`config.mk`:
```
export PLATFORM = sky130hd
export DESIGN_NAME = demux4_seq
export DESIGN_NICKNAME = d
export VERILOG_FILES = /design/src/rtl/demux4_seq_pkg.sv /design/src/rtl/demux4_rr_ptr.sv /design/src/rtl/demux4_seq.sv
export SDC_FILE = /design/constraint.sdc
export NUM_CORES = 1
export LEC_CHECK = 0
export CORE_ASPECT_RATIO = 1.25
export CORE_MARGIN = 2
export CORE_UTILIZATION = 30
export DETAILED_ROUTE_END_ITERATION = 6
export MAX_ROUTING_LAYER = met4
export PLACE_DENSITY_LB_ADDON = 0.12
export SYNTH_ARGS = -nofsm -noshare
export SYNTH_HDL_FRONTEND = slang
export SYNTH_SLANG_ARGS = --single-unit
```
`constraint.sdc`:
```
create_clock -name clk -period 1.35 [get_ports clk]
set_input_delay 0.135 -clock clk [delete_from_list [all_inputs] [get_ports clk]]
set_output_delay 0.135 -clock clk [all_outputs]
set_load 0.02 [all_outputs]
```
`src/rtl/demux4_seq_pkg.sv`:
```
// Shared definitions for the demux4_seq registered 1-to-4 demultiplexer:
// lane indices, frame FSM state encodings and the one-hot lane decoder.
package demux4_seq_pkg;

  localparam logic [1:0] LANE_A = 2'd0;
  localparam logic [1:0] LANE_B = 2'd1;
  localparam logic [1:0] LANE_C = 2'd2;
  localparam logic [1:0] LANE_D = 2'd3;

  typedef enum logic {
    ST_IDLE = 1'b0,
    ST_FILL = 1'b1
  } state_t;

  function automatic logic [3:0] onehot4(input logic [1:0] idx);
    onehot4 = 4'b0001 << idx;
  endfunction

endpackage

```
`src/rtl/demux4_rr_ptr.sv`:
```
// 2-bit wrapping round-robin pointer with count enable and synchronous
// load-zero; load and enable together yield 1 (zero, then one step).
module demux4_rr_ptr (
  input  logic       clk,
  input  logic       rst_n,
  input  logic       load,
  input  logic       en,
  output logic [1:0] ptr
);

  logic [1:0] base;

  assign base = load ? 2'd0 : ptr;

  // NOTE: state registers use non-blocking assignments so every flop samples
  // pre-edge values and simulation matches the synthesized hardware.
  always_ff @(posedge clk or negedge rst_n) begin
    if (!rst_n) begin
      ptr <= 2'd0;
    end else if (load || en) begin
      ptr <= base + {1'b0, en};
    end
  end

endmodule

```
`src/rtl/demux4_seq.sv`:
```
// Registered 1-to-4 demultiplexer with round-robin or explicit lane select
// and frame-completion tracking. Define DEMUX4_OVERWRITE_ERR_EN to add overwrite_err.
module demux4_seq
  import demux4_seq_pkg::*;
#(
  parameter int WIDTH = 8
) (
  input  logic             clk,
  input  logic             rst_n,
  input  logic             in_valid,
  input  logic [WIDTH-1:0] in_data,
  input  logic [1:0]       sel,
  input  logic             auto_mode,
  output logic [WIDTH-1:0] out_a,
  output logic [WIDTH-1:0] out_b,
  output logic [WIDTH-1:0] out_c,
  output logic [WIDTH-1:0] out_d,
  output logic [3:0]       out_valid,
  output logic [3:0]       filled,
  output logic             frame_done,
  output logic [1:0]       ptr
`ifdef DEMUX4_OVERWRITE_ERR_EN
  ,
  output logic             overwrite_err
`endif
);

  logic       auto_q;
  logic       auto_rise;
  logic [1:0] tgt;
  logic [3:0] tgt_oh;
  logic [3:0] mask;
  state_t     state_q, state_d;
  logic [3:0] filled_d;
  logic       done_d;

  // A rising edge of auto_mode restarts the round-robin at lane A this cycle.
  assign auto_rise = auto_mode & ~auto_q;
  assign tgt       = auto_mode ? (auto_rise ? LANE_A : ptr) : sel;
  assign tgt_oh    = onehot4(tgt);
  assign mask      = filled | tgt_oh;

  demux4_rr_ptr u_rr_ptr (
    .clk   (clk),
    .rst_n (rst_n),
    .load  (auto_rise),
    .en    (auto_mode & in_valid),
    .ptr   (ptr)
  );

  // NOTE: the lane data registers are reset too, so lanes read zero after
  // any reset, including one that lands mid-frame.
  always_ff @(posedge clk or negedge rst_n) begin
    if (!rst_n) begin
      out_a <= '0;
      out_b <= '0;
      out_c <= '0;
      out_d <= '0;
    end else if (in_valid) begin
      unique case (tgt)
        LANE_A: out_a <= in_data;
        LANE_B: out_b <= in_data;
        LANE_C: out_c <= in_data;
        LANE_D: out_d <= in_data;
      endcase
    end
  end

  // NOTE: every variable is given a default before the case, so no path
  // leaves one unassigned and no latch is inferred.
  always_comb begin
    state_d  = state_q;
    filled_d = filled;
    done_d   = 1'b0;
    if (in_valid) begin
      unique case (state_q)
        ST_IDLE: begin
          filled_d = tgt_oh;
          state_d  = ST_FILL;
        end
        ST_FILL: begin
          if (mask == 4'b1111) begin
            filled_d = 4'b0000;
            state_d  = ST_IDLE;
            done_d   = 1'b1;
          end else begin
            filled_d = mask;
          end
        end
      endcase
    end
  end

  always_ff @(posedge clk or negedge rst_n) begin
    if (!rst_n) begin
      state_q    <= ST_IDLE;
      filled     <= 4'b0000;
      frame_done <= 1'b0;
      out_valid  <= 4'b0000;
      auto_q     <= 1'b0;
    end else begin
      state_q    <= state_d;
      filled     <= filled_d;
      frame_done <= done_d;
      out_valid  <= in_valid ? tgt_oh : 4'b0000;
      auto_q     <= auto_mode;
    end
  end

`ifdef DEMUX4_OVERWRITE_ERR_EN
  always_ff @(posedge clk or negedge rst_n) begin
    if (!rst_n) begin
      overwrite_err <= 1'b0;
    end else begin
      overwrite_err <= in_valid & (|(filled & tgt_oh));
    end
  end
`endif

endmodule

```
==> results.sh <==
export IMPL_syn_area_sq_mm=0.001862
export IMPL_synth_edff_count=0
export IMPL_cts_tree="yes"
export IMPL_track_usage=0.1413
export IMPL_grt_busiest_layer="met2"
export IMPL_clock_latency_ns=0.29
export IMPL_clk_pin_slew_ns=0.08
export IMPL_fillers=602
export IMPL_fin_crit_ns=1.485
export IMPL_drc=0
export IMPL_switchingPower_mw=1.641
export IMPL_syn_inst=136
export IMPL_setup_viol=35
export IMPL_grt_pass1_vias=1467
export IMPL_wl_um=4525
export IMPL_first_iter_violations=47
export IMPL_p_int_mw=3.010
export IMPL_power_frac_comb=0.401
export IMPL_grt_start_max_net_pins=46
export IMPL_hold_class="input pin to async pin"
export IMPL_avgViaCountPerCell=4.613
export IMPL_clock_sinks=45
export IMPL_die_w_um=74.46
export IMPL_ios=57
export IMPL_grt_pass1_wl_um=7127
export IMPL_vias=1393
export IMPL_worst_endpoint_arrival_ns=1.67
export IMPL_clockRootBuffer="clkbuf_8"
export IMPL_p_per_area_mw_per_mm2=1659
export IMPL_gp_congestion=0.7330
export IMPL_power_leakage_nw=1.308
export IMPL_grt_ovfl_total=0
export IMPL_ir_worst_vdd_uv=648.6
export IMPL_synth_cell_types=35
export IMPL_nets=232
export IMPL_ys_seq_elements=45
export IMPL_core_area_sq_mm=0.006086
export IMPL_status="complete, but fails checks"
export IMPL_initial_core_util=0.3059
export IMPL_synth_flop_cell="dfrtp_1"
export IMPL_areaGrowthSynthToFinish_pct=50.60
export IMPL_async_reset_ff_frac=1.000
export IMPL_cts_buffers_inserted=5
export IMPL_path_max_fanout=6
export IMPL_synth_warnings=0
export IMPL_layout_drive_gt1_share=0.3594
export IMPL_end_kind="flip-flop"
export IMPL_worstSetupPathType="flip-flop to flip-flop"
export IMPL_place_ws_ns=-0.4891
export IMPL_port_buffers=56
export IMPL_die_h_um=92.08
export IMPL_rrSetupSlack_ns=-0.14
export IMPL_fin_ws_ns=-0.1351
export IMPL_maxCapViolCount=0
export IMPL_cts_max_path_buffers=2
export IMPL_switching_share=0.3528
export IMPL_fin_crit_sh=1.100
export IMPL_fmax_mhz=673.4
export IMPL_synth_fp_nets=151
export IMPL_max_slew_margin_rel=0.7958
export IMPL_avgSynthCellArea_sq_um=13.69
export IMPL_htree_levels=2
export IMPL_first_pass_iters=4
export IMPL_finalPower_mw=4.651
export IMPL_violations="negative setup slack"
export IMPL_hold_violations=0
export IMPL_clkPwrFrac=0.173
export IMPL_diodes=0
export IMPL_power_frac_seq=0.426
export IMPL_use_met1=0.1668
export IMPL_die_area_sq_mm=0.006856
export IMPL_cp_start_kind="flip-flop"
export IMPL_whs_ns=0.3321
export IMPL_met2_usage=0.2330
export IMPL_ant_nets=0
export IMPL_slew_viol_final=0
export IMPL_rsz0062_at_grt="yes"
export IMPL_crit_required_ns=1.53
export IMPL_worst_pin_slew_ns=0.3054
export IMPL_antenna_found_initial=0
export IMPL_fin_worst_skew_ns=0.005611
export IMPL_ys_seq_area_frac=0.6048
export IMPL_dp_hpwl_um=3108
export IMPL_use_met3=0.03187
export IMPL_wl_per_cell_um=14.98
export IMPL_row_count=32
==> sequential cells by signal, summed over array words and instances, names as in the netlist <==
name	count
out_a	8
out_valid	4
out_c	8
auto_q	1
out_b	8
state_q	1
filled	4
frame_done	1
out_d	8
u_rr_ptr.ptr	2
==> worst paths after layout <==
kind | start | to | cells after the start
max in group asynchronous | rst_n | filled[3]$_DFFE_PN0P_ | 3
min in group clk | auto_mode | auto_q$_DFF_PN0_ | 2
hold reg to reg | out_d[5]$_DFFE_PN0P_ | out_d[5]$_DFFE_PN0P_ | 1
setup reg to reg | u_rr_ptr.ptr[1]$_DFFE_PN0P_ | out_b[4]$_DFFE_PN0P_ | 4
setup / recovery | u_rr_ptr.ptr[1]$_DFFE_PN0P_ | out_b[4]$_DFFE_PN0P_ | 4
hold / removal | rst_n | u_rr_ptr.ptr[1]$_DFFE_PN0P_ | 3
==> logic make-up (layout without fill, tap and decap cells) <==
family	Yosys count	in the layout	share of synthesized area
AO/OA/AOI/OAI	21	21	0.08065
buffers and inverters	9	90	0.02284
adder cells (fa/ha/maj)	1	1	0.006719
AND/OR/NAND/NOR	27	27	0.08536
multiplexers	33	33	0.1996
flip-flops	45	45	0.6048
==> what timing repair did <==
item / in CTS / in global routing
setup buffers: 1 / 3
setup endpoints to repair: 83 / 43
pin swaps: 2 / 4
hold endpoints to repair: 45 / 0
gates cloned: 0 / 0
gates resized for setup: 52 / 10
hold buffers: 1 / 0
==> stage by stage <==
stage	utilization	area [sq um]	setup TNS, ns	std cells
after floorplan	-	1912	-0.7341	136
after detailed placement	0.4408	2683	-17.47	290
final	0.4607	2804	-2.633	302
after global routing	0.4607	2804	-4.503	302
after global placement	0.4408	2683	-17.13	290
after CTS	0.4525	2754	-2.797	299
==> power by group through the flow <==
stage | sequential [mW] | combinational (mW) | clock, mW
floorplan | 2.46 | 0.572 | 0
global placement | 2.01 | 2.07 | 0
detailed placement | 2.02 | 2.09 | 0
CTS | 1.99 | 1.84 | 0.847
global route | 2.03 | 1.99 | 0.897
finish | 1.98 | 1.87 | 0.806
==> worst max-delay path, stage by stage (launching register included) <==
cell     delay, ns
dfrtp_2       0.45
and4b_1       0.31
o21a_1        0.17
buf_6         0.15
mux2_4        0.29
==> layout by cell type, fill, tap and decap left out, types with 4 or more instances in the layout <==
master and instances:
dfrtp_2 4, dfrtp_1 41, clkdlybuf4s50_1 11, buf_6 5, mux2_4 9, nand2_1 4, a31oi_1 6, dlygate4sd2_1 42
mux2_2 24, inv_1 5, clkbuf_8 5, buf_4 14
==> synth_stat cells, types with 2 or more instances <==
| master | count | area share |
|---|---|---|
| and2_1 | 2 | 0.0067 |
| nand4_1 | 2 | 0.0067 |
| o21ai_0 | 4 | 0.011 |
| nand2_1 | 6 | 0.012 |
| inv_1 | 6 | 0.012 |
| a31oi_1 | 6 | 0.020 |
| dfrtp_1 | 45 | 0.60 |
| buf_4 | 2 | 0.0081 |
| nor2_1 | 3 | 0.0060 |
| nand2b_1 | 3 | 0.010 |
| mux2_2 | 33 | 0.20 |
==> cell type report <==
type	instances	area (sq um)	share of cell area
Sequential cell	45	1131	0.4034
Multi-Input combinational cell	82	768.2	0.2740
Timing Repair Buffer	77	694.4	0.2477
Tap cell	85	106.4	0.03793
Clock buffer	6	72.57	0.02588
Inverter	6	22.52	0.008032
Clock inverter	1	8.758	0.003124
==> metal layers <==
layer / up-vias / share of wire / wire length [um]
met2: 38 / 0.51 / 2308
met5: - / 0 / 0
met1: 704 / 0.43 / 1968
met4: 0 / 0.015 / 67
li1: 646 / - / -
met3: 5 / 0.040 / 180
(Power assumes the default switching activity.)
